--- config.mk ---
export PLATFORM = sky130hd
export DESIGN_NAME = la_businv_dec
export DESIGN_NICKNAME = d
export VERILOG_FILES = /design/src/rtl/la_businv_dec.sv
export SDC_FILE = /design/constraint.sdc
export NUM_CORES = 1
export LEC_CHECK = 0
export CAP_MARGIN = 5
export CORE_MARGIN = 2
export CORE_UTILIZATION = 45
export DETAILED_ROUTE_END_ITERATION = 12
export PLACE_DENSITY = 0.72
export SLEW_MARGIN = 20
export SYNTH_ARGS = -nofsm -noshare
export SYNTH_HDL_FRONTEND = slang
export SYNTH_SLANG_ARGS = --single-unit
export TNS_END_PERCENT = 10
--- constraint.sdc ---
create_clock -name clk -period 3.7 [get_ports clk]
set_input_delay 0.37 -clock clk [delete_from_list [all_inputs] [get_ports clk]]
set_output_delay 0.37 -clock clk [all_outputs]
set_load 0.02 [all_outputs]
--- src/rtl/la_businv_dec.sv ---
// Bus-invert decoder with line-rule checking and a two-entry registered skid buffer.
// Restores inverted words, flags transitions above DW/2 bits, forwards in strict FIFO order.
//
// state    | meaning
// ST_EMPTY | output register and skid register both empty
// ST_ONE   | output register holds a word, skid register empty
// ST_FULL  | both registers hold words, in_ready held low
`timescale 1ns/1ps
module la_businv_dec #(
  parameter int DW   = 8,
  parameter     PROP = "DEFAULT"
) (
  input  logic          clk,
  input  logic          nreset,
  input  logic          in_valid,
  output logic          in_ready,
  input  logic [DW-1:0] in_data,
  input  logic          in_inv,
  output logic          out_valid,
  input  logic          out_ready,
  output logic [DW-1:0] out_data,
  output logic          err,
  output logic [7:0]    err_cnt,
  input  logic          err_clear
);

  localparam int HW = $clog2(DW + 1);

  typedef enum logic [1:0] {
    ST_EMPTY,
    ST_ONE,
    ST_FULL
  } state_t;

  state_t          state_q;
  logic [DW-1:0]   line_q;
  logic [DW-1:0]   out_q;
  logic [DW-1:0]   skid_q;
  logic            in_ready_q;
  logic            out_valid_q;
  logic            err_q;
  logic            err_d;
  logic [7:0]      cnt_q;
  logic [7:0]      cnt_d;

  logic            accept;
  logic            take;
  logic            viol;
  logic [DW-1:0]   dec;
  logic [HW-1:0]   hd;
  logic            unused_prop;

  // PROP carries an implementation hint only; it has no functional effect.
  assign unused_prop = |PROP;

  assign accept = in_valid & in_ready_q;
  assign take   = out_valid_q & out_ready;
  assign dec    = in_inv ? ~in_data : in_data;

  always_comb begin
    hd = '0;
    for (int i = 0; i < DW; i++) begin
      hd = hd + HW'(in_data[i] ^ line_q[i]);
    end
  end

  assign viol = accept && (hd > HW'(DW / 2));

  // A clear coinciding with a violation leaves exactly that one violation recorded.
  always_comb begin
    err_d = err_q;
    cnt_d = cnt_q;
    if (err_clear) begin
      err_d = viol;
      cnt_d = viol ? 8'd1 : 8'd0;
    end else if (viol) begin
      err_d = 1'b1;
      if (cnt_q != 8'hFF) begin
        cnt_d = cnt_q + 8'd1;
      end
    end
  end

  always_ff @(posedge clk or negedge nreset) begin
    if (!nreset) begin
      err_q <= 1'b0;
      cnt_q <= 8'd0;
    end else begin
      err_q <= err_d;
      cnt_q <= cnt_d;
    end
  end

  always_ff @(posedge clk or negedge nreset) begin
    if (!nreset) begin
      state_q     <= ST_EMPTY;
      line_q      <= '0;
      out_q       <= '0;
      skid_q      <= '0;
      in_ready_q  <= 1'b0;
      out_valid_q <= 1'b0;
    end else begin
      if (accept) begin
        line_q <= in_data;
      end
      case (state_q)
        ST_EMPTY: begin
          in_ready_q <= 1'b1;
          if (accept) begin
            out_q       <= dec;
            out_valid_q <= 1'b1;
            state_q     <= ST_ONE;
          end
        end
        ST_ONE: begin
          if (accept && take) begin
            out_q <= dec;
          end else if (accept) begin
            skid_q     <= dec;
            in_ready_q <= 1'b0;
            state_q    <= ST_FULL;
          end else if (take) begin
            out_valid_q <= 1'b0;
            state_q     <= ST_EMPTY;
          end
        end
        ST_FULL: begin
          // in_ready is low here, so only the drain of the skid is possible.
          if (take) begin
            out_q      <= skid_q;
            in_ready_q <= 1'b1;
            state_q    <= ST_ONE;
          end
        end
        default: begin
          state_q     <= ST_EMPTY;
          in_ready_q  <= 1'b0;
          out_valid_q <= 1'b0;
        end
      endcase
    end
  end

  assign in_ready  = in_ready_q;
  assign out_valid = out_valid_q;
  assign out_data  = out_q;
  assign err       = err_q;
  assign err_cnt   = cnt_q;

endmodule

Word-level counts from Yosys, hierarchy flattened
Index checks and enable logic that the tools add are counted.

Input bits: 14. Flip-flop bits (word level): 37.

Bitwise operators: 13. Muxes and demuxes: 26. Magnitude comparators: 1. Equal/unequal tests: 11. Reduce and logical (&&, ||, !) cells: 12. Add/subtract/negate cells: 8.

Operator list (count): two-way mux 8 bit (7); case mux 8 bit (3 select lines) (1); adder 4 x 1 -> 4 bit (4); != test 2 bit (second input constant) (7); two-way mux 1 bit (10); two-way mux 2 bit (5); adder 8 x 1 -> 8 bit (second input constant) (1); != test 8 bit (second input constant) (1); NOT 8 bit (1); AND reduction 4 bit (2); XOR 1 bit (8); case mux 1 bit (3 select lines) (2); case mux 2 bit (3 select lines) (1); AND reduction 3 bit (2); AND reduction 5 bit (1); adder 3 x 1 -> 4 bit (1); > comparator 4 x 3 -> 1 bit (second input constant) (1); nonzero test 2 bit (2); adder 2 x 1 -> 3 bit (1); != test 3 bit (second input constant) (1); nonzero test 3 bit (1); adder 1 x 1 -> 2 bit (1); bitwise AND 1 bit (2); equality test 2 x 1 -> 1 bit (second input constant) (1); other kinds (5) (7).

Logic depth before layout (Yosys ltp)
Gate-level depths: netlist of the first run.

Word-level depth: 12. Depth in mapped cells: 13. Gate-level depth less buffers: 13.

Worst setup path after synthesis of the first run
No wires, ideal clock.

Kind: flip-flop to flip-flop. From: reg line_q[0]. To: reg cnt_q[4] (netlist: err_cnt[4]). Slack: -343 ps. Arrival: 3965 ps. Stages on the path, launching flop included: 14. Required time: 3622 ps. Cells stage by stage: dfrtp_1 > xnor2_1 > fa_1 > inv_1 > fa_1 > inv_1 > fa_1 > inv_1 > ha_1 > fa_1 > xnor2_1 > o32a_4 > or4_1 > a21oi_1.

Word-level cells in the longest chain between the ends: 12.

RTL lines: start, declared (line 36) `logic [DW-1:0] line_q;`; start signal, assigned (line 104) `line_q <= in_data;`; XOR 1 bit (line 63) `hd = hd + HW'(in_data[i] ^ line_q[i]);`; adder 1 x 1 -> 2 bit (line 63); adder 2 x 1 -> 3 bit (line 63); adder 3 x 1 -> 4 bit (line 63); adder 4 x 1 -> 4 bit (4 in a row) (line 63); > comparator 4 x 3 -> 1 bit (line 67) `assign viol = accept && (hd > HW'(DW / 2));`; logical AND 1 bit (line 67); nonzero test 2 bit (no line); AND reduction 2 bit (no line); end signal, assigned (line 90) `cnt_q <= cnt_d;`; end, declared (line 43) `logic [7:0] cnt_q;`.

Every way passes these cells. A chain may end at the register's enable or synchronous reset.

Worst setup path after layout of the first run
From: reg line_q[3]. To: reg cnt_q[3] (netlist: err_cnt[3]).

Word-level cells in the longest chain between the ends: 10.

RTL lines (line): XOR 1 bit (63); adder 3 x 1 -> 4 bit (63); adder 4 x 1 -> 4 bit (4 in a row) (63); > comparator 4 x 3 -> 1 bit (67); logical AND 1 bit (67); nonzero test 2 bit (no line); AND reduction 2 bit (no line).

Every way passes these cells.

==> qor.yml, run 1 <==
gr-usage-met1_pct: 24.0
core-area_um2: 4090
cp.required_ps: 3870
grt_pass1_wl_um: 6960
yosysSeqAreaShare_pct: 47.3
start_util_pct: 47.9
path_clk_slew_ps: 80
use_met3_pct: 5.05
fin_crit_ps: 3950
vias: 1507
hold_buffers: 0
dpl_cell_area_um2: 2400
drive_gt1_share_pct: 21.6
timing.fmax_ghz: 0.253
rr_startpoint: "line_q[3]"
grt_usage_pct: 17.8
final_antenna_net_count: 0
ys_ff_latch: 37
first_pass_iters: 4
async_reset_ff_share_pct: 100
dpl.hpwl_um: 2810
slew_violations: 0
drc: 0
syn_nets: 207
arrival_ps: 4120
drv_cap: 0
routed_wl_um: 3980
die-area_um2: 4890
fin_crit_sh_pct: 107
synthCells: 185
slew_headroom_pct: 43.6
synth-edff-count: 0
overflow: 0
wire_per_inst_um: 14.4
synth_area_leaders: "dfrtp_1 47%, mux2_2 9.8%, xnor2_1 6.3%"
cp-startpoint: "line_q[3]"
yosysWarnings: 0
synth_ff_type: "dfrtp_1"
die_h_um: 69.9
setup_viol: 7
htreeDepth: 2
peakVddDrop_uv: 355
grt_util_met2_pct: 28.0
layout_commonest_cell: "dfrtp_1"
grt_pass1_vias: 1514
cts_sinks: 37
design_area_um2: 2520
setup_ws_ps: -247
regArea_um2: 926
fillers: 343
cts_tree: "yes"
top_usage_layer: "met2"
endpoint_kind: "flop"
crit_fanout: 5
powerDensity_nw_per_um2: 489
synth.distinct_cells: 36
clkPwrFrac_pct: 25.5
clock_path_buffers: 2
die_w_um: 69.9
multi_input_comb_area_um2: 1040
internal_power_w: 0.000827
worstSkewPairLatency_ps: 290
antenna_found_initial: 0
gp_congestion: 0.757
status: "finished with violations"
numCtsBuffers: 5
cts_setup_buffers: 0
worstMarginPinSlew_ps: 846
via_per_inst: 5.44
synth_area_um2: 1960
synth_top_area_share_pct: 47.3
syn_avg_cell_area_um2: 10.6
sw_frac_of_total_pct: 32.9
setup.worst_path.start_class: "flop"
io_buffers: 32
root_buffer: "clkbuf_8"
area_growth_pct: 29.0
hp-class: "in2async"
hold_viol: 0
p_leak_nw: 1.09
rsz0062_at_grt: "true"
nets: 248
yosysTopAreaCell: "dfrtp_1"
final_cell_mix: "37 x dfrtp_1, 28 x clkdlybuf4s50_1, 18 x a21oi_1, 17 x mux2_2, 13 x nor2_1"
drt_iter0_markers: 102
seq_power_share_pct: 36.2
fin_setup_tns_ps: -909
std_cell_rows: 23
io_pins: 33
crit_type: "reg2reg"
skew_ps: 8.38
p_switching_w: 0.000406
violations: "setup timing"
grt_max_degree: 38
p_comb_share_pct: 38.3
antenna_cells: 0
==> logic make-up after synthesis <==
logic type,synth area share [%]
multiplexers,9.78
AO/OA/AOI/OAI,13.5
AND/OR/NAND/NOR,12.7
buffers and inverters,2.49
flip-flops,47.3
XOR/XNOR,7.61
adder cells (fa/ha/maj),6.65
==> final cells by class <==
type                    count  share of cell area [%]
clock buffers               7                    3.82
multi-input cells         135                    41.1
flip-flops and latches     37                    36.7
inverters                   7                    1.04
repair buffers             40                    14.7
clock inverters             1                   0.198
well taps                  50                    2.48
==> state kept, by name (all words and copies together) (netlist names) <==
| name | cells |
|---|---|
| err | 1 |
| out_valid | 1 |
| out_data | 8 |
| skid_q | 8 |
| state_q | 2 |
| line_q | 8 |
| err_cnt | 8 |
| in_ready | 1 |
==> power groups by stage <==
| stage | clock network [W] | logic, W | registers (W) |
|---|---|---|---|
| final | 0.000314 | 0.000473 | 0.000447 |
| after global placement | 0 | 0.000413 | 0.000452 |
| after CTS | 0.000324 | 0.000465 | 0.000446 |
| after floorplan | 0 | 0.000262 | 0.000468 |
| after detailed placement | 0 | 0.000436 | 0.000454 |
| after global routing | 0.000337 | 0.000513 | 0.000450 |
==> synth_stat cells, types with 2 or more instances <==
library cell,count
ha_1,4
a21o_1,2
nand2_1,12
inv_1,7
nand3_1,8
nor3_1,3
o32ai_1,2
xor2_1,3
xnor2_1,14
fa_1,4
or4_1,2
o21ai_0,11
nor2_1,15
a21oi_1,18
dfrtp_1,37
clkbuf_1,6
mux2_2,17
o31ai_1,2
==> stage by stage <==
step / cells / total power, W / utilization [%] / hold WS [ps] / setup slack [ps]
finish: 277 / 0.00123 / 61.8 / 172 / -247
global route: 277 / 0.00130 / 61.8 / 251 / -368
CTS: 277 / 0.00124 / 61.7 / 201 / -268
detailed placement: 269 / 0.000890 / 58.7 / 472 / -750
global placement: 269 / 0.000866 / 58.7 / 463 / -669
floorplan: 185 / 0.000729 / - / 74.4 / -178
==> metal layers <==
metal | share of wire, % | vias up
met2 | 48 | 34
li1 | - | 730
met4 | 1.4 | 0
met3 | 4.1 | 7
met1 | 46 | 736
met5 | 0 | -
==> path summary, 6_finish.rpt <==
path                            slack (ps)  depth (start not counted)     endpoint
max in group asynchronous             2980                          1  out_data[2]
worst min register to register         480                          2    skid_q[6]
worst max-delay path                  -250                         14   err_cnt[3]
worst max register to register        -250                         14   err_cnt[3]
min in group clk                       480                          2    skid_q[6]
worst min-delay path                   170                          1   err_cnt[7]
==> critical path, cell delays in order, from the launching register on <==
cell     delay (ps)
dfrtp_1         410
xnor2_2         150
fa_1            530
inv_1            50
fa_1            480
inv_1            50
fa_1            470
inv_1            40
ha_2            190
fa_2            520
nor2_2           50
o32a_4          330
buf_4           170
o31ai_1         290
a21oi_1         100
==> repair_timing <==
item,4_1_cts,5_1_grt
gates resized for setup,9,1
pin swaps,3,1
setup endpoints to repair,9,9
Power figures use the tool's default switching activity.
==> run 2, diff against run 1 <==
PLACE_DENSITY = 0.69   (was 0.72)
clock period = 4 ns   (was 3.7 ns; I/O delays follow)
==> qor.yml, run 2 (synthesis gave the netlist of run 1 again) <==
rr_startpoint: "line_q[1]"
numCtsBuffers: 5  # unchanged
endpoint_kind: "flop"
hp-class: "reg2reg"
fin_setup_tns_ps: -78.5  # +830 ps
grt_pass1_wl_um: 7290  # +4.9%
crit_type: "reg2reg"
layout_commonest_cell: "dfrtp_1"
fillers: 342  # -0.29%
first_pass_iters: 4  # unchanged
hold_end: "err"
area_growth_pct: 30.1
antenna_cells: 0  # unchanged
cts_setup_buffers: 0  # unchanged
dp.cells: 269  # unchanged
skew_ps: 8.00  # -0.379 ps
powerDensity_nw_per_um2: 461  # -5.7%
whs_path_depth: 1
path_clk_slew_ps: 70  # about the same
grt_pass1_vias: 1567  # +3.5%
root_buffer: "clkbuf_8"
drt_iter0_markers: 76  # -25%
status: "finished with violations"
nets: 248  # unchanged
routed_wl_um: 4300  # +8.1%
drc: 0  # unchanged
peakVddDrop_uv: 289  # -18%
hold_viol: 0  # unchanged
die_h_um: 69.9  # unchanged
r2r_cells: 13  # -1
regArea_um2: 926  # unchanged
io_pins: 33  # unchanged
cts_sinks: 37  # unchanged
arrival_ps: 4270  # +150 ps
multi_input_comb_area_um2: 1030  # -0.24%
dpl.hpwl_um: 3120  # +11%
design_area_um2: 2550  # +0.84%
hold_ws_ps: 484  # +311 ps
final_cell_mix: "37 x dfrtp_1, 29 x clkdlybuf4s50_1, 17 x a21oi_1, 17 x mux2_2, 14 x nor2_1"
timing.fmax_ghz: 0.246  # -2.9%
io_buffers: 32  # unchanged
start_util_pct: 47.9  # unchanged
worstHoldStart: "err"
vias: 1557  # +3.3%
std_cell_rows: 23  # unchanged
pre_cts_slack_ps: -606  # +144 ps
die-area_um2: 4890  # unchanged
grt_max_degree: 38  # unchanged
antenna_found_initial: 0  # unchanged
slew_headroom_pct: 59.7  # +16 points
die_w_um: 69.9  # unchanged
fin_crit_sh_pct: 102  # -5.1 points
fin_crit_ps: 4060  # +117 ps
slew_violations: 0  # unchanged
setup_ws_ps: -64.7  # +183 ps
cp.required_ps: 4210  # +340 ps
p_leak_nw: 1.10  # +0.96%
setup.worst_path.start_class: "flop"
worstSkewPairLatency_ps: 290  # about the same
dpl_cell_area_um2: 2380  # -0.73%
worstMarginPinSlew_ps: 604  # -242 ps
violations: "setup timing"
rsz0062_at_grt: "true"
cts_tree: "yes"
crit_fanout: 5  # unchanged
r2r_slack_ps: -60  # +180 ps
drv_cap: 0  # unchanged
via_per_inst: 5.62  # +3.3%
drive_gt1_share_pct: 21.1  # -0.44 points
rr_endpoint: "err_cnt[3]"
clock_path_buffers: 2  # unchanged
setup_viol: 2  # -5
grt_usage_pct: 18.8  # +1.1 points
final-instance-count-excl-fill: 277  # unchanged
final_antenna_net_count: 0  # unchanged
core-area_um2: 4090  # unchanged
htreeDepth: 2  # unchanged
wire_per_inst_um: 15.5  # +8.1%
gp_congestion: 0.823  # +8.7%
overflow: 0  # unchanged
run 2: cell count changes in the layout (fill, tap and decap cells not counted), sizes merged:
cell,previous run,this run
clkdlybuf4s50,28,29
clkinv,1,0
clkinvlp,0,1
clkbuf,7,6
buf,9,8
bufinv,0,1
run 2: through the flow:
step | utilization [%] | power [W]
floorplan | - | 0.000660
global placement | 58.2 | 0.000774
detailed placement | 58.2 | 0.000796
CTS | 61.8 | 0.00117
global route | 62.3 | 0.00124
finish | 62.3 | 0.00117
run 2: worst max path at each step:
stage	slack, ps	cells past startpoint	startpoint	endpoint
floorplan	-6	13	in_data[0]	err_cnt[3]
global placement	-490	14	in_data[0]	err_cnt[3]
detailed placement	-610	14	in_data[0]	err_cnt[3]
CTS	-60	13	line_q[1]	err_cnt[3]
global route	-140	13	line_q[1]	err_cnt[3]
finish	-60	13	line_q[1]	err_cnt[3]
run 2: cell type report:
cell class                      instances  share of cell area, %
Multi-Input combinational cell        135                   40.6
Sequential cell                        37                   36.4
Timing Repair Buffer                   40                   14.8
Clock buffer                            6                   3.24
Tap cell                               50                   2.46
Clock inverter                          2                   1.47
Inverter                                7                   1.03
run 2: worst max-delay path: stages (launching register included):
cell,delay (ps)
dfrtp_1,410
xnor2_2,160
fa_1,550
inv_1,50
fa_1,490
inv_2,40
fa_1,470
inv_1,40
ha_2,180
fa_2,360
xnor2_2,160
o32a_4,380
or4_4,540
a21oi_2,140
run 2: what timing repair did:
action / 4_1_cts / 5_1_grt
endpoints found under the hold margin: 0 / 0
pin swaps: 9 / 4
setup endpoints to repair: 8 / 5
resized for setup: 8 / 5
hold buffers: 0 / 0
run 2: layer usage:
layer | track usage, % | vias up | share of wire [%]
met5 | 0 | - | 0
met4 | 9.40 | 0 | 3.5
met3 | 4.91 | 13 | 4.4
met2 | 32.8 | 47 | 53
met1 | 21.3 | 770 | 39
li1 | - | 727 | -
run 2: report_power, final:
| group | internal (W) | leakage (nW) | switching, W | total [W] |
|---|---|---|---|---|
| sequential | 0.000396 | 0.486 | 0.0000159 | 0.000412 |
| clock | 0.000203 | 0.0574 | 0.000137 | 0.000339 |
| combinational | 0.000201 | 0.554 | 0.000221 | 0.000422 |
| total | 0.000800 | 1.10 | 0.000373 | 0.00117 |
